==> src/rtl/cache_arb_pkg.sv <==
// Shared types and default widths for the L1 -> write-buffer line-port arbiter.
package cache_arb_pkg;

  localparam int DEF_LINE_W = 256;
  localparam int DEF_ADDR_W = 32;

  typedef enum logic [1:0] {
    IDLE   = 2'd0,
    BUSY_I = 2'd1,
    BUSY_D = 2'd2
  } arb_state_e;

  typedef enum logic {
    RD = 1'b0,
    WR = 1'b1
  } mem_op_e;

endpackage

==> src/rtl/cache_mem_arbiter_if.sv <==
// Request/response bundle between the two L1 controllers, the arbiter and the downstream line port.
// master = arbiter view, slave = view of the surrounding caches and memory port.
interface cache_mem_arbiter_if
  import cache_arb_pkg::*;
#(
  parameter int LINE_W = DEF_LINE_W,
  parameter int ADDR_W = DEF_ADDR_W
);
  logic              icache_read;
  logic [ADDR_W-1:0] icache_addr;
  logic [LINE_W-1:0] icache_rdata;
  logic              icache_resp;

  logic              dcache_read;
  logic              dcache_write;
  logic [ADDR_W-1:0] dcache_addr;
  logic [LINE_W-1:0] dcache_wdata;
  logic [LINE_W-1:0] dcache_rdata;
  logic              dcache_resp;

  logic              mem_read;
  logic              mem_write;
  logic [ADDR_W-1:0] mem_addr;
  logic [LINE_W-1:0] mem_wdata;
  logic [LINE_W-1:0] mem_rdata;
  logic              mem_resp;

  modport master (
    input  icache_read, icache_addr, dcache_read, dcache_write, dcache_addr, dcache_wdata,
           mem_rdata, mem_resp,
    output icache_rdata, icache_resp, dcache_rdata, dcache_resp,
           mem_read, mem_write, mem_addr, mem_wdata
  );

  modport slave (
    output icache_read, icache_addr, dcache_read, dcache_write, dcache_addr, dcache_wdata,
           mem_rdata, mem_resp,
    input  icache_rdata, icache_resp, dcache_rdata, dcache_resp,
           mem_read, mem_write, mem_addr, mem_wdata
  );
endinterface

==> src/rtl/cache_mem_arbiter.sv <==
// Shares one downstream line port between I-cache and D-cache: D has fixed priority,
// a starvation counter forces an I grant after STARVE_MAX consecutive D grants.
module cache_mem_arbiter
  import cache_arb_pkg::*;
#(
  parameter int LINE_W     = DEF_LINE_W,
  parameter int ADDR_W     = DEF_ADDR_W,
  parameter int STARVE_MAX = 4
) (
  input  logic               clk,
  input  logic               rst_n,
  cache_mem_arbiter_if.master bus
);

  localparam logic [3:0] SMAX = 4'(STARVE_MAX);

  arb_state_e        state;
  mem_op_e           op_q;
  logic [ADDR_W-1:0] addr_q;
  logic [LINE_W-1:0] wdata_q;
  logic [3:0]        starve_cnt;

  logic force_i, grant_d, grant_i;

  always_comb begin
    force_i = bus.icache_read && (starve_cnt == SMAX);
    grant_d = (bus.dcache_read || bus.dcache_write) && !force_i;
    grant_i = bus.icache_read && !grant_d;
  end

  always_ff @(posedge clk) begin
    if (!rst_n) begin
      state      <= IDLE;
      op_q       <= RD;
      addr_q     <= '0;
      wdata_q    <= '0;
      starve_cnt <= '0;
    end else begin
      case (state)
        IDLE: begin
          if (grant_d) begin
            addr_q  <= bus.dcache_addr;
            wdata_q <= bus.dcache_wdata;
            op_q    <= bus.dcache_write ? WR : RD;
            state   <= BUSY_D;
          end else if (grant_i) begin
            addr_q  <= bus.icache_addr;
            op_q    <= RD;
            state   <= BUSY_I;
          end
          // Counter only tracks D grants that actually made a waiting I wait longer.
          if (!bus.icache_read || grant_i)
            starve_cnt <= '0;
          else if (grant_d && starve_cnt < SMAX)
            starve_cnt <= starve_cnt + 4'd1;
        end
        BUSY_I, BUSY_D: if (bus.mem_resp) state <= IDLE;
        default: state <= IDLE;
      endcase
    end
  end

  // Response is gated by rst_n so a reset that lands in BUSY never leaks a completion.
  assign bus.mem_read     = (state != IDLE) && (op_q == RD);
  assign bus.mem_write    = (state != IDLE) && (op_q == WR);
  assign bus.mem_addr     = addr_q;
  assign bus.mem_wdata    = wdata_q;
  assign bus.icache_resp  = rst_n && bus.mem_resp && (state == BUSY_I);
  assign bus.dcache_resp  = rst_n && bus.mem_resp && (state == BUSY_D);
  assign bus.icache_rdata = bus.icache_resp ? bus.mem_rdata : '0;
  assign bus.dcache_rdata = bus.dcache_resp ? bus.mem_rdata : '0;

endmodule

==> src/flat_wrapper.sv <==
// flat-port wrapper written by rule: the top's interface ports become plain ports
module cache_mem_arbiter_flat import cache_arb_pkg::*;
#(
  parameter int LINE_W     = DEF_LINE_W,
  parameter int ADDR_W     = DEF_ADDR_W,
  parameter int STARVE_MAX = 4
)
  (clk, rst_n, bus_icache_read, bus_icache_addr, bus_dcache_read, bus_dcache_write, bus_dcache_addr, bus_dcache_wdata, bus_mem_rdata, bus_mem_resp, bus_icache_rdata, bus_icache_resp, bus_dcache_rdata, bus_dcache_resp, bus_mem_read, bus_mem_write, bus_mem_addr, bus_mem_wdata);
  cache_mem_arbiter_if #(.LINE_W(LINE_W), .ADDR_W(ADDR_W)) bus_i ();
  input  logic clk;
  input  logic rst_n;
  input wire logic [$bits(bus_i.icache_read)-1:0] bus_icache_read;
  input wire logic [$bits(bus_i.icache_addr)-1:0] bus_icache_addr;
  input wire logic [$bits(bus_i.dcache_read)-1:0] bus_dcache_read;
  input wire logic [$bits(bus_i.dcache_write)-1:0] bus_dcache_write;
  input wire logic [$bits(bus_i.dcache_addr)-1:0] bus_dcache_addr;
  input wire logic [$bits(bus_i.dcache_wdata)-1:0] bus_dcache_wdata;
  input wire logic [$bits(bus_i.mem_rdata)-1:0] bus_mem_rdata;
  input wire logic [$bits(bus_i.mem_resp)-1:0] bus_mem_resp;
  output wire logic [$bits(bus_i.icache_rdata)-1:0] bus_icache_rdata;
  output wire logic [$bits(bus_i.icache_resp)-1:0] bus_icache_resp;
  output wire logic [$bits(bus_i.dcache_rdata)-1:0] bus_dcache_rdata;
  output wire logic [$bits(bus_i.dcache_resp)-1:0] bus_dcache_resp;
  output wire logic [$bits(bus_i.mem_read)-1:0] bus_mem_read;
  output wire logic [$bits(bus_i.mem_write)-1:0] bus_mem_write;
  output wire logic [$bits(bus_i.mem_addr)-1:0] bus_mem_addr;
  output wire logic [$bits(bus_i.mem_wdata)-1:0] bus_mem_wdata;
  assign bus_i.icache_read = bus_icache_read;
  assign bus_i.icache_addr = bus_icache_addr;
  assign bus_i.dcache_read = bus_dcache_read;
  assign bus_i.dcache_write = bus_dcache_write;
  assign bus_i.dcache_addr = bus_dcache_addr;
  assign bus_i.dcache_wdata = bus_dcache_wdata;
  assign bus_i.mem_rdata = bus_mem_rdata;
  assign bus_i.mem_resp = bus_mem_resp;
  assign bus_icache_rdata = bus_i.icache_rdata;
  assign bus_icache_resp = bus_i.icache_resp;
  assign bus_dcache_rdata = bus_i.dcache_rdata;
  assign bus_dcache_resp = bus_i.dcache_resp;
  assign bus_mem_read = bus_i.mem_read;
  assign bus_mem_write = bus_i.mem_write;
  assign bus_mem_addr = bus_i.mem_addr;
  assign bus_mem_wdata = bus_i.mem_wdata;
  cache_mem_arbiter #(.LINE_W(LINE_W), .ADDR_W(ADDR_W), .STARVE_MAX(STARVE_MAX)) u_core (.clk(clk), .rst_n(rst_n), .bus(bus_i));
endmodule
==> config.mk <==
export PLATFORM = sky130hd
export DESIGN_NAME = cache_mem_arbiter_flat
export DESIGN_NICKNAME = d
export VERILOG_FILES = /design/src/rtl/cache_arb_pkg.sv /design/src/rtl/cache_mem_arbiter_if.sv /design/src/rtl/cache_mem_arbiter.sv /design/src/flat_wrapper.sv
export SDC_FILE = /design/constraint.sdc
export NUM_CORES = 1
export LEC_CHECK = 0
export ABC_AREA = 1
export CORE_AREA = 8 8 539 541
export CTS_BUF_LIST = sky130_fd_sc_hd__clkbuf_4
export DETAILED_ROUTE_END_ITERATION = 12
export DIE_AREA = 0 0 547 549
export DONT_BUFFER_PORTS = 1
export GPL_TIMING_DRIVEN = 0
export PLACE_DENSITY = 0.3
export SYNTH_ARGS = -nofsm -noshare
export SYNTH_HDL_FRONTEND = slang
export SYNTH_SLANG_ARGS = --single-unit
export TNS_END_PERCENT = 50
==> constraint.sdc <==
create_clock -name clk -period 2.4 [get_ports clk]
set_clock_uncertainty 0.15 [all_clocks]
set_input_delay 0.48 -clock clk [delete_from_list [all_inputs] [get_ports clk]]
set_output_delay 0.48 -clock clk [all_outputs]
set_load 0.005 [all_outputs]
# After elaboration in Yosys (flattened, before gate mapping)
# Cells that the tools add are included.
# Widths: inputs -> output; s select.
[word_totals]
register_bits = 295
inputBits = 582
output_inout_bits = 804
elab_cells = 49
[classes]
add_sub_neg = 1
magnitude_cmp = 1
n_eq_ne = 5
muxes = 13
n_bitwise = 1
reduce_logical = 23
[op_table]
columns = ["op", "n"]
rows = [
  ["$mux 256", 2],
  ["$mux 32", 2],
  ["$logic_and 1x1->1", 9],
  ["$mux 4", 2],
  ["$reduce_and 2->1", 4],
  ["$mux 2", 3],
  ["$reduce_bool 2->1", 3],
  ["$add 4x1->4 const B", 1],
  ["$eq 4x3->1 const B", 1],
  ["$lt 4x3->1 const B", 1],
  ["$pmux 2 s2", 1],
  ["$logic_not 1->1", 3],
  ["$mux 1", 3],
  ["$ne 3x1->1 const B", 1],
  ["$eq 2x1->1 const B", 1],
  ["$eq 2x2->1 const B", 1],
  ["$logic_not 2->1", 1],
  ["$logic_or 1x1->1", 2],
  ["$ne 2x2->1 const B", 1],
  ["$reduce_or 2->1", 1],
  ["$not 1->1", 1],
]

# Depth between registers and ports, before layout
# Gate-level depths: netlist of run 1.
[logic_depth]
depth_word = 9
mapped_depth = 10

# Worst setup path before layout of run 1
# Ideal clock, no wire load.
[synth_path]
path_type = "input-to-output"
from = "in rst_n"
to = "out bus_dcache_rdata[116]"
t_arrival_ns = 1.363
slack_ns = 0.407
stages = 5
path_buffers = 3
cell_sequence = "buf_2 nand3_1 clkbuf_1 clkbuf_1 nor2_1"
[synth_via]
elab_chain_cells = 3
[synth_lines]
columns = ["item", "line_no", "source"]
rows = [
  ["start: declaration", "flat_wrapper.sv:11", "input logic rst_n;"],
  ["$logic_and 1x1->1 (2 in series)", "cache_mem_arbiter.sv:69", "assign bus.dcache_resp = rst_n && bus.mem_resp && (state == BUSY_D);"],
  ["$mux 256", "cache_mem_arbiter.sv:71", "assign bus.dcache_rdata = bus.dcache_resp ? bus.mem_rdata : '0;"],
  ["end: declaration", "flat_wrapper.sv:22", "output wire logic [$bits(bus_i.dcache_rdata)-1:0] bus_dcache_rdata;"],
]
# No other way between the ends.

# Final worst setup path of run 1
[layout_path]
from = "reg u_core.state[0]"
to = "out bus_dcache_rdata[105]"
[layout_via]
elab_chain_cells = 3
[layout_lines]
columns = ["item", "line_no", "source"]
rows = [
  ["start: declaration", "cache_mem_arbiter.sv:17", "arb_state_e state;"],
  ["start signal: assignment", "cache_mem_arbiter.sv:33", "state <= IDLE;"],
  ["start signal: assignment", "cache_mem_arbiter.sv:45", "state <= BUSY_D;"],
  ["start signal: assignment", "cache_mem_arbiter.sv:49", "state <= BUSY_I;"],
  ["$eq 2x2->1", "cache_mem_arbiter.sv:69", ""],
  ["$logic_and 1x1->1", "cache_mem_arbiter.sv:69", ""],
  ["$mux 256", "cache_mem_arbiter.sv:71", ""],
]
# No other way between the ends.

==> key figures, run 1 <==
Global routing
  • First-pass GRT wire length: 277 mm
  • Grt total ovfl: 0
  • Initial antenna violation count: 111
  • Vias in the first global route: 19623
  • Total GRT Usage: 0.149
  • Largest net degree at the start of global routing: 16

Clock network
  • # H-tree levels: 3
  • CTS tree: done
  • CTS Buf Count: 87
  • Worst-path clk slew: 0.06 ns
  • Clock Latency Late Sink: 0.94 ns
  • Clock buffer depth: 3
  • CTS sink cnt: 295
  • Cell at the root of the clock tree: clkbuf_4

Placed design
  • Port buffer count: 0
  • Area after DPL: approximately 19000 µm²
  • Placed instance count: 6027
  • GP Congestion: 0.926
  • Hpwl dp: 214 mm

Detailed routing
  • Via count: 19327
  • WL final: 237 mm
  • Routed Antenna Nets: 0
  • Wire per inst: 34.9 µm
  • DRT iter0 DRCs: approximately 1500
  • Pre-Repair DR Iteration Count: 8
  • Detail-routed via count per cell: 2.85
  • Post-route DRC: 0

Timing
  • Slack of the critical path: -0.854 ns
  • Worst slew pin tran: around 1.1 ns
  • Worst slew margin: 0.248
  • Slew Viols, Final: 0
  • Period utilization: 1.36
  • Final Hold Vio Count: 0
  • # setup viols final: roughly 530
  • RSZ-0062 raised after global routing: true
  • Min cycle time layout: 3.25 ns
  • Total negative slack: -316.69 ns
  • Hold slack: 0.165 ns
  • Max Fclk: 307 MHz

Yosys
  • Synth Register Bits: 295
  • Post-synth top area share: 0.421
  • Post-synth design cell area: roughly 14000 µm²
  • Synth area leaders: dfxtp_1 (42%), nand2_1 (16%), nor2_1 (16%)
  • Yosys top cell by area: dfxtp_1
  • Post-synthesis cell type count: 17
  • Net Count, Synth: 2871
  • Yosys warns: 0
  • Cells after Synth: 2284
  • Sequential fraction of the synthesis area: 0.421
  • Avg Inst Size Synth: between 6 and 7 µm²

Power
  • VDD IR-drop max: 0.000278 V
  • Comb pwr share: 0.324
  • Pint: ~10 mW
  • Switch share: 0.461
  • Clock Power Share: 0.275
  • Cell area power density: roughly 620 nW/µm²
  • Net Sw Power: 8.67 mW
  • Reg power frac: 0.401
  • Pleak: 11.2 nW

Cells and area
  • Share of cells above drive strength 1: 0.265
  • Number of fill cells: 32462
  • Post-Layout Inst Area: 30200 µm²
  • Register area: 5910 µm²
  • Area occupied by multi-input gates: ~9500 µm²
  • Area grow syn2layout: 115%
  • Cell Count, Final, Fillers Out: 6785
  • Layout Nets: 3525

Critical path
  • Startpoint Class: register
  • Kind of critical path: reg2out
  • Crit-path max FO: 7
  • Critical Path RT: 1.77 ns
  • CP arrival: 2.62 ns
  • Capturing element type of the critical path: output pin

Floorplanning
  • Total core area: between 200000 and 300000 µm²
  • DIE AREA: about 300000 µm²
  • Initial Util: 0.0499
  • Die Height: 549 µm
  • DIE WIDTH: 547 µm
  • Number of I/O pins: 1386
  • # rows: 195

Status
  • Status: finished, violations left
  • Failing checks: negative setup slack

Worst hold path
  • Hold Crit Class: in2reg

Flow run
  • Max-cap violations: 0
placed cells by master (no fill, tap or decap), types with 26 or more instances in the layout:
master / count
a21oi_1: 259
buf_12: 37
buf_2: 57
buf_4: 39
clkbuf_1: 33
clkbuf_4: 127
dfxtp_1: 293
diode_2: 36
dlygate4sd3_1: 501
inv_1: 301
nand2_1: 589
nand3_1: 69
nor2_1: 132
nor2_2: 26
nor2_4: 427
routing by layer:
metal | vias up | GRT usage | part of all wire
met4 | 22 | 0.0258 | 0.028
met3 | 348 | 0.130 | 0.19
li1 | 8261 | - | -
met2 | 1533 | 0.233 | 0.43
met5 | - | 0 | 0.0011
met1 | 9163 | 0.152 | 0.35
flip-flops by register name, indices dropped and copies added (netlist names):
signal                cells
u_core.starve_cnt         4
u_core.op_q               1
u_core.bus.mem_addr      32
u_core.state              2
u_core.bus.mem_wdata    256
final timing paths:
kind	start	to	slack, ns	cells past startpoint
max	u_core.state[0]$_SDFFE_PN0P_	bus_dcache_rdata[105]	-0.85	8
min	bus_dcache_wdata[42]	u_core.bus.mem_wdata[42]$_SDFFE_PN0P_	0.17	3
max reg2reg	u_core.starve_cnt[0]$_SDFFE_PN0P_	u_core.bus.mem_addr[28]$_SDFFE_PN0P_	-0.05	9
min reg2reg	u_core.bus.mem_wdata[186]$_SDFFE_PN0P_	u_core.bus.mem_wdata[186]$_SDFFE_PN0P_	0.34	2
power by group through the flow:
stage / Sequential, mW / Clock (mW) / Combinational, mW
3_5_place_dp: 7.83 / 0 / 4.29
3_3_place_gp: 7.83 / 0 / 4.29
4_1_cts: 7.73 / 5.49 / 5.53
2_1_floorplan: 6.17 / 0 / 2.40
6_report: 7.54 / 5.18 / 6.08
5_1_grt: 7.88 / 5.70 / 6.57
critical path, cell delays in order (launching register included):
cell and delay, ns:
dfxtp_4 0.36, inv_2 0.06, ha_2 0.18, nand3_4 0.07, buf_12 0.16, clkbuf_16 0.20
buf_4 0.16, clkbuf_16 0.17, nor2_4 0.29
per-stage QoR:
stage	util	setup slack, ns	total power, mW
2_1_floorplan	-	0.407	8.57
3_3_place_gp	0.0666	-2.51	12.1
3_5_place_dp	0.0666	-2.51	12.1
4_1_cts	0.0959	-1.04	18.8
5_1_grt	0.107	-1.05	20.1
6_report	0.107	-0.854	18.8
Yosys cell counts (all sizes together):
cell type,n
nand2,589
nor2,585
inv,305
dfxtp,295
a21oi,259
buf,107
nand3,72
clkbuf,57
nand4,6
ha,5
nor3,2
o21a,2
cells by family after synthesis:
logic type / Yosys count / share of synthesized area
flops: 295 / 0.421
fa+ha+maj: 5 / 0.00446
simple gates: 1254 / 0.345
buf+inv: 469 / 0.137
compound gates: 261 / 0.0934
area by class of cell:
cell class / count / area share
multi-input cells: 1520 / 0.315
repair buffers: 568 / 0.202
flip-flops and latches: 295 / 0.196
well taps: 3743 / 0.155
plain buffers: 161 / 0.0541
inverters: 305 / 0.0381
clock buffers: 127 / 0.0316
clock inverters: 30 / 0.00551
diodes: 36 / 0.00298
timing repair:
action | in CTS | in global routing
gates cloned | 9 | 15
setup buffers | 17 | 28
endpoints found under the hold margin | 295 | 0
pin swaps | 24 | 44
hold buffers | 501 | 0
resized for setup | 491 | 698
setup endpoints to repair | 688 | 821
(Power assumes the default switching activity.)
==> run 2: changes to the inputs <==
--- a/config.mk
+++ b/config.mk
@@ -6,10 +6,10 @@
 export NUM_CORES = 1
 export LEC_CHECK = 0
 export ABC_AREA = 1
-export CORE_AREA = 8 8 539 541
+export CORE_AREA = 8 8 533 535
 export CTS_BUF_LIST = sky130_fd_sc_hd__clkbuf_4
 export DETAILED_ROUTE_END_ITERATION = 12
-export DIE_AREA = 0 0 547 549
+export DIE_AREA = 0 0 541 543
 export DONT_BUFFER_PORTS = 1
 export GPL_TIMING_DRIVEN = 0
 export PLACE_DENSITY = 0.3
==> key figures, run 2 (synthesis gave the netlist of run 1 again) <==
Status
  • Status: finished, violations left
  • Failing checks: negative setup slack

Cells and area
  • Most common cell after layout, fill and taps aside: dlygate4sd3_1
  • Share of cells above drive strength 1: 0.210
  • Post-Layout Inst Area: 29300 µm²
  • Fin util: 0.106
  • Number of fill cells: between 30000 and 40000
  • Most frequent cells in the layout: dlygate4sd3_1 (618), nand2_1 (589), inv_1 (301), dfxtp_1 (293), a21oi_1 (259)
  • Layout Nets: 3621
  • Max reg flops: 256
  • Area grow syn2layout: 108%

Timing
  • Total negative slack: -314.58 ns
  • Slew Viols, Final: 0
  • Final Hold Vio Count: 0
  • Period utilization: 1.32
  • RSZ-0062 raised after global routing: true
  • Max Fclk: ~320 MHz
  • Worst slew pin tran: roughly 1.1 ns
  • Worst slew margin: 0.265
  • # setup viols final: 648
  • Min cycle time layout: 3.17 ns
  • Slack of the critical path: -0.769 ns

Clock network
  • Cell at the root of the clock tree: clkbuf_4
  • CTS tree: done
  • CTS Buf Count: 101
  • Worst-path clk slew: 0.06 ns
  • CTS sink cnt: roughly 300
  • Clock Latency Late Sink: 0.98 ns
  • Clock buffer depth: 4
  • # H-tree levels: 3

Flow run
  • Max-cap violations: 0

Power
  • Power Total: ~18 mW
  • Cell area power density: 627 nW/µm²
  • VDD IR-drop max: 0.000400 V
  • Pleak: ~11 nW

Critical path
  • Startpoint Class: register
  • Critical Path RT: 1.77 ns
  • Crit-path max FO: 8
  • CP arrival: 2.54 ns
  • Kind of critical path: reg2out
  • Capturing element type of the critical path: output pin

Floorplanning
  • Die Height: 543 µm
  • DIE AREA: slightly below 300000 µm²
  • Number of I/O pins: 1386
  • # rows: 193
  • Total core area: around 280000 µm²
  • Initial Util: 0.0510
  • DIE WIDTH: between 500 and 600 µm

Global routing
  • Largest net degree at the start of global routing: 19
  • Initial antenna violation count: ~190
  • Grt total ovfl: 0
  • Total GRT Usage: 0.167
  • First-pass GRT wire length: between 300 and 400 mm
  • Vias in the first global route: roughly 20000

Detailed routing
  • WL final: 258 mm
  • Wire per inst: roughly 38 µm
  • Via count: 20713
  • Routed Antenna Nets: 0
  • DRT iter0 DRCs: 1519
  • Post-route DRC: 0
  • Detail-routed via count per cell: 3.06
  • Pre-Repair DR Iteration Count: 5

Placed design
  • Port buffer count: 0
  • Area after DPL: roughly 19000 µm²
  • GP Congestion: 1.00
  • Hpwl dp: 233 mm

Worst hold path
  • Hold Crit Class: in2reg
## run 2: cell count changes in the layout (fill, tap and decap cells not counted), sizes merged
cell and change:
buf -29, clkbuf +4, clkinv -8, diode +45, inv -1, bufbuf -1, dlygate4sd3 +117
## run 2: worst max-delay path, cell delays in order (launching register included)
cell and delay, ns:
dfxtp_4 0.36, inv_4 0.06, ha_4 0.12, nand3_4 0.07, buf_12 0.15, clkbuf_16 0.19
clkbuf_16 0.19, nor2_4 0.35
## run 2: routing by layer
| metal | share of wire | vias up | global-route usage |
|---|---|---|---|
| li1 | - | 8478 | - |
| met1 | 0.28 | 9728 | 0.138 |
| met2 | 0.49 | 1848 | 0.294 |
| met3 | 0.18 | 575 | 0.133 |
| met4 | 0.052 | 84 | 0.0669 |
| met5 | 0.0023 | - | 0 |
## run 2: layout make-up
type                    instances  area (µm²)  area share
diodes                         81         203     0.00693
well taps                    3607        4510       0.154
clock inverters                21        93.8     0.00321
clock buffers                 136        1020      0.0349
repair buffers                650        6700       0.229
multi-input cells            1520        8230       0.281
plain buffers                 161        1440      0.0491
inverters                     305        1150      0.0393
flip-flops and latches        295        5910       0.202
## run 2: through the flow
stage | worst slack, ns | hold WS [ns] | cells
after floorplan | 0.407 | 0.310 | 2284
after global placement | -2.48 | 0.331 | 5891
after detailed placement | -2.52 | 0.335 | 5892
after CTS | -1.02 | 0.00233 | 6687
after global routing | -0.965 | 0.0782 | 6741
final | -0.769 | 0.216 | 6776
## run 2: report_power, final
group          total (mW)  switching, mW  internal [mW]
combinational        5.81           3.84           1.96
clock                5.31           2.74           2.57
sequential           7.22           1.56           5.65
## run 2: final timing paths
path | slack (ns) | end | cells after the start | start
worst min-delay path | 0.22 | u_core.bus.mem_addr[27]$_SDFFE_PN0P_ | 5 | bus_icache_addr[27]
worst max-delay path | -0.77 | bus_icache_rdata[148] | 7 | u_core.state[1]$_SDFFE_PN0P_
worst min register to register | 0.34 | u_core.bus.mem_wdata[198]$_SDFFE_PN0P_ | 2 | u_core.bus.mem_wdata[198]$_SDFFE_PN0P_
worst max register to register | -0.28 | u_core.bus.mem_wdata[117]$_SDFFE_PN0P_ | 9 | u_core.starve_cnt[0]$_SDFFE_PN0P_
## run 2: repair_timing
item                                    4_1_cts  5_1_grt
hold buffers                                618        0
endpoints found under the setup margin      883      902
resized for setup                           499      301
setup buffers                                12        9
pin swaps                                    16       19
endpoints found under the hold margin       295        0
gates cloned                                 10        3
